--- src/rtl/sdram_rd_arbiter.sv ---
// sdram_rd_arbiter: burst-locked two-requester SDRAM read arbiter, audio has priority, one read outstanding
module sdram_rd_arbiter #(
  parameter int ADDR_W   = 22,
  parameter int DATA_W   = 128,
  parameter int GAP_MAX  = 4,
  parameter int MAX_LOCK = 256
) (
  input  logic              Clk50,
  input  logic              reset,
  input  logic              a_rd,
  input  logic [ADDR_W-1:0] a_addr,
  output logic              a_ac,
  output logic [DATA_W-1:0] a_data,
  output logic              a_wait,
  input  logic              v_rd,
  input  logic [ADDR_W-1:0] v_addr,
  output logic              v_ac,
  output logic [DATA_W-1:0] v_data,
  output logic              v_wait,
  output logic              mem_req,
  output logic [ADDR_W-1:0] mem_addr,
  input  logic              mem_gnt,
  input  logic              mem_rvalid,
  input  logic [DATA_W-1:0] mem_rdata,
  output logic              rd_err
);
  localparam int GW = $clog2(GAP_MAX + 1);
  localparam int CW = $clog2(MAX_LOCK + 1);
  typedef enum logic [2:0] {IDLE, OWN, REQ, WAIT, ACK} state_t;
  state_t state, state_n;
  logic owner, owner_n;
  logic [GW-1:0] gap, gap_n;
  logic [CW-1:0] cnt, cnt_n, cnt_inc;
  logic own_rd, oth_rd;
  assign own_rd  = owner ? v_rd : a_rd;
  assign oth_rd  = owner ? a_rd : v_rd;
  assign cnt_inc = (cnt == CW'(MAX_LOCK)) ? cnt : cnt + CW'(1);
  assign mem_req = state == REQ;
  assign a_ac    = state == ACK && !owner;
  assign v_ac    = state == ACK && owner;
  always_comb begin
    state_n = state;
    owner_n = owner;
    gap_n   = gap;
    cnt_n   = cnt;
    case (state)
      IDLE: begin
        gap_n = '0;
        cnt_n = '0;
        owner_n = (a_rd || v_rd) ? !a_rd : owner;
        state_n = (a_rd || v_rd) ? REQ : IDLE;
      end
      OWN: begin
        gap_n   = own_rd ? '0 : gap + GW'(1);
        state_n = own_rd ? REQ : (gap == GW'(GAP_MAX - 1)) ? IDLE : OWN;
      end
      REQ:  state_n = mem_gnt ? WAIT : REQ;
      WAIT: state_n = mem_rvalid ? ACK : WAIT;
      ACK: begin
        gap_n   = '0;
        cnt_n   = cnt_inc;
        state_n = (cnt_inc == CW'(MAX_LOCK) && oth_rd) ? IDLE : OWN;
      end
      default: state_n = IDLE;
    endcase
  end
  always_ff @(posedge Clk50 or posedge reset) begin
    if (reset) begin
      state    <= IDLE;
      owner    <= 1'b0;
      gap      <= '0;
      cnt      <= '0;
      mem_addr <= '0;
      a_data   <= '0;
      v_data   <= '0;
      a_wait   <= 1'b0;
      v_wait   <= 1'b0;
      rd_err   <= 1'b0;
    end else begin
      state  <= state_n;
      owner  <= owner_n;
      gap    <= gap_n;
      cnt    <= cnt_n;
      a_wait <= state_n != IDLE && owner_n;
      v_wait <= state_n != IDLE && !owner_n;
      rd_err <= rd_err || (mem_rvalid && state != WAIT);
      if (state_n == REQ && state != REQ) mem_addr <= owner_n ? v_addr : a_addr;
      if (state == WAIT && mem_rvalid && !owner) a_data <= mem_rdata;
      if (state == WAIT && mem_rvalid && owner) v_data <= mem_rdata;
    end
  end
endmodule

--- config.mk ---
export PLATFORM = sky130hd
export DESIGN_NAME = sdram_rd_arbiter
export DESIGN_NICKNAME = d
export VERILOG_FILES = /design/src/rtl/sdram_rd_arbiter.sv
export SDC_FILE = /design/constraint.sdc
export NUM_CORES = 1
export LEC_CHECK = 0
export ABC_AREA = 1
export BUFFER_PORTS_ARGS = -buffer_cell sky130_fd_sc_hd__buf_2
export CAP_MARGIN = 10
export CORE_ASPECT_RATIO = 0.5
export CORE_MARGIN = 2
export CORE_UTILIZATION = 44
export CTS_CLUSTER_DIAMETER = 40
export DETAILED_ROUTE_END_ITERATION = 7
export GPL_ROUTABILITY_DRIVEN = 0
export HOLD_SLACK_MARGIN = 0.02
export PLACE_DENSITY = 0.76
export SYNTH_ARGS = -nofsm -noshare
export SYNTH_HDL_FRONTEND = slang
export SYNTH_SLANG_ARGS = --single-unit
export TNS_END_PERCENT = 5
--- constraint.sdc ---
create_clock -name Clk50 -period 9.8 [get_ports Clk50]
set_input_delay 0.98 -clock Clk50 [delete_from_list [all_inputs] [get_ports Clk50]]
set_output_delay 0.98 -clock Clk50 [all_outputs]
set_load 0.03 [all_outputs]
======== After elaboration in Yosys (flattened, before gate mapping) ========
Cells that the tools add are included.
cells by class
  reduce and logical (&&, ||, !) cells .... 20
  add/sub/neg operators ................... 2
  eq/ne operators ......................... 10
  muxes and demuxes ....................... 16
operators by type and width
  kind                   count
  $mux W22               1
  $eq A9 B9 Y1 const B   2
  $pmux W9 S2            1
  $pmux W3 S5            1
  $eq A3 B2 Y1 const B   4
  $logic_and A1 B1 Y1    10
  $add A9 B1 Y9 const B  1
  $mux W9                1
  $mux W1                7
  $mux W3                2
  $ne A3 B2 Y1 const B   2
  $pmux W3 S2            1
  $mux W2                2
  $reduce_bool A2 Y1     2
  $add A3 B1 Y3 const B  1
  $eq A3 B1 Y1 const B   1
  $eq A3 B3 Y1 const B   1
  $logic_not A1 Y1       3
  $logic_not A3 Y1       1
  $reduce_bool A3 Y1     1
  $logic_or A1 B1 Y1     2
  $reduce_or A2 Y1       1
storage, ports and cells
  output and inout port bits .............. 284
  word-level logic and storage cells ...... 58
  register bits ........................... 297
  input port bits ......................... 178

======== Logic depth before layout (Yosys ltp) ========
  depth in word-level cells ............... 8
  depth in mapped cells ................... 14
  depth with buffers taken out ............ 14

======== Least setup slack after synthesis ========
Ideal clock, no wire load.
  kind .................................... flip-flop to output port
  start ................................... reg state[1]
  end ..................................... out a_ac
  setup slack ............................. 7.641 ns
  path buffers ............................ 0
  cell stages (with the launch flop) ...... 4
  required time ........................... 8.820 ns
  data arrival time ....................... 1.179 ns
  path through ............................ dfrtp_1 -> nor2_4 -> nand2_1 -> nor2_1
on the way
  cells in the longest elaborated chain, start to end .. 2
RTL lines
  element                   line  text
  start: declaration        30    state_t state, state_n;
  start signal: assignment  80    state <= state_n;
  $eq A3 B3 Y1              39    assign a_ac = state == ACK && !owner;
  $logic_and A1 B1 Y1       39
  end: declaration          12    output logic a_ac,
No other way between the ends.

======== Final worst setup path ========
Ends and elaborated chain as after synthesis.

==> results by group <==
Clock network
  • Clock tree root buffer cell: clkbuf_16
  • PostCTS Resize Cnt: 0
  • Clk pin slew, worst setup/hold paths: 0.07 ns
  • # hold bufs at CTS: 0
  • Maximum clock path buffer count: 3
  • Clk_lat worst skew: 0.55 ns
  • Setup bufs post-CTS: 0
  • H-tree Lvls: 1
  • CTS tree: done
  • Clock sink count: a little under 300
  • Number of CTS-inserted buffers: 28

STA
  • Setup_tns: 0 ns
  • Worst setup slack after layout: 6.80 ns
  • Max Transition Viols Final: 0
  • Final Hold Viols: 0
  • Final period utilization: 0.307
  • Min Clock Period, post-route: around 3.0 ns
  • Layout Skew: 0.00894 ns
  • Max Fclk: 333 MHz
  • Setup-failing EPs final: 0
  • Slew @ Worst Pin: 1.00 ns
  • RSZ-0062 raised after global routing: false
  • Slew Limit Headroom: 0.331

Routing
  • Post-Route WL: between 30,000 and 40,000 um
  • Drc violations: 0
  • Post-DRT Antenna Nets: 0
  • Drt via density: 4.71
  • Pre-antenna DRT Iters: 5
  • Via count: 9,469
  • Initial DRC count: 711
  • Routed WL per cell: 15.1 um

Place
  • Dpl ws: slightly below 7 ns
  • Post-DP HPWL: 21,600 um
  • Port bufs: 461
  • Dpl cell area: between 0.01 and 0.015 mm^2
  • # placed instances: 1,961

Yosys
  • Synth warn: 0
  • Sequential area share after synthesis: 0.639
  • Post-Syn Area per Cell: 9.55 um^2
  • Synthesized cell area: 0.0116 mm^2
  • Post-Syn Instances: about 1,200
  • Synth unique cells: 28
  • Synth Register Bits: between 200 and 300
  • Syn_nets: around 1,400

Job
  • Max-cap viol count: 0

GRT
  • Tot GR Track Use: 0.213
  • Remaining global-route overflow: 0
  • Initial antenna violation count: 0
  • First-pass GRT wire length: 47,500 um
  • Vias in the first global route: 8,974
  • Largest net degree at the start of global routing: approximately 190

Floorplan
  • Die height: 119 um
  • Initial Utilization: 0.454
  • Total die area: 0.0278 mm^2
  • Total core area: 0.0256 mm^2
  • # rows: 41
  • Die X: 234 um
  • I/O pins: 462

Pwr
  • Total power: 6.04 mW
  • Cell Pwr Density: about 400 mW/mm^2
  • Worst vdd ir: around 0.15 mV
  • Leak Pwr: 8.48 nW

Cells and area
  • Fill count: 2,274
  • Register area: around 0.0074 mm^2
  • Area Overhead vs Synth: 29.7%
  • Multi-input gate area: about 0.0033 mm^2
  • Layout Cells excl Fill: around 2,000
  • Final nets: 1,830
  • N_diodes: 0
  • Layout cell share with drive strength beyond 1: 0.323
  • Final instance area: 0.0151 mm^2

Outcome
  • Status: finished, final reports clean

Worst setup path
  • CP max FO: 14
  • WP data arrival: 2.02 ns
  • Critical path class: reg -> out
  • Startpoint types: flip-flop
  • Worst setup EP type: output port
  • Required time of the critical path: 8.82 ns

Hold path
  • Worst min path class: reg -> reg
-- state kept, by name, indices dropped and copies added, names as in the netlist --
register / count
rd_err: 1
state: 3
v_data: 128
cnt: 9
owner: 1
a_data: 128
gap: 3
a_wait: 1
v_wait: 1
mem_addr: 22
-- cell type report --
cell class | instances | share of cell area
Clock buffer | 34 | 0.0514
Clock inverter | 16 | 0.0143
Inverter | 155 | 0.0391
Multi-Input combinational cell | 699 | 0.216
Sequential cell | 297 | 0.493
Tap cell | 344 | 0.0286
Timing Repair Buffer | 467 | 0.158
-- cells in the mapped netlist, drive strengths merged --
cell / count / area share
nand2: 312 / 0.10
dfrtp: 297 / 0.64
o21ai: 264 / 0.11
inv: 155 / 0.050
nor2: 65 / 0.023
buf: 64 / 0.031
o31ai: 22 / 0.018
nand3: 11 / 0.0047
o22ai: 7 / 0.0038
xor2: 5 / 0.0038
ha: 4 / 0.0043
a21oi: 3 / 0.0023
clkbuf: 2 / 0.00065
a211oi: 1 / 0.00065
a21o: 1 / 0.00065
a32o: 1 / 0.00086
nor3: 1 / 0.00086
o21a: 1 / 0.00065
or2: 1 / 0.00054
-- report_power, final --
group / total [mW] / internal [mW] / switching, mW / leakage (nW)
Sequential: 2.11 / 1.80 / 0.309 / 3.74
Clock: 1.15 / 0.674 / 0.479 / 0.487
Combinational: 2.78 / 0.767 / 2.01 / 4.25
-- cells in the final DEF (no fill, tap or decap), types with 2 or more instances in the layout --
cell	synthesis	final
o21ai_1	247	247
inv_2	3	3
buf_12	0	2
inv_8	0	2
nor2_4	2	2
bufinv_16	0	4
clkbuf_1	2	2
nand2_4	0	2
buf_4	18	4
nand3_1	11	11
clkinv_2	0	5
xor2_1	5	5
o22ai_1	7	7
dfrtp_1	297	297
buf_2	45	461
nand2_1	310	308
nand2_2	2	2
inv_1	152	151
clkbuf_16	0	29
o31ai_2	9	9
clkbuf_8	0	3
a21oi_1	2	2
clkinv_4	0	3
nor2_2	2	2
o31ai_1	13	13
ha_1	4	4
o21ai_0	17	17
nor2_1	61	61
-- final timing paths --
path / start / to / slack, ns / depth (start not counted)
worst max register to register: state[2] / v_data[52] / 7.20 / 7
min in group asynchronous: reset / a_data[36] / 0.55 / 2
worst min register to register: rd_err / rd_err / 0.46 / 1
max in group asynchronous: reset / a_data[73] / 7.81 / 3
worst max-delay path: state[1] / a_ac / 6.80 / 4
worst min-delay path: rd_err / rd_err / 0.46 / 1
-- logic make-up after synthesis --
| group | count (synthesis) | share of synthesized area |
|---|---|---|
| XOR/XNOR | 5 | 0.00377 |
| AND/OR/NAND/NOR | 390 | 0.130 |
| flip-flops | 297 | 0.639 |
| buffers and inverters | 221 | 0.0820 |
| AO/OA/AOI/OAI | 300 | 0.141 |
| adder cells (fa/ha/maj) | 4 | 0.00431 |
-- metal layers --
layer / GRT usage / up-vias / routed length [um]
li1: - / 4720 / -
met1: 0.275 / 4435 / 12700
met2: 0.365 / 240 / 15100
met3: 0.0364 / 74 / 1450
met4: 0.0724 / 0 / 1060
met5: 0 / - / 0
-- critical path: stages (launching register included) --
cell	delay, ns
dfrtp_1	0.43
nor2_4	0.33
nand2_1	0.32
nor2_1	0.17
buf_2	0.23
-- stage by stage --
stage	utilization	hold slack (ns)
floorplan	-	0.453
global placement	0.549	0.437
detailed placement	0.549	0.448
CTS	0.588	0.463
global route	0.589	0.476
finish	0.589	0.463
Power figures use the tool's default switching activity.
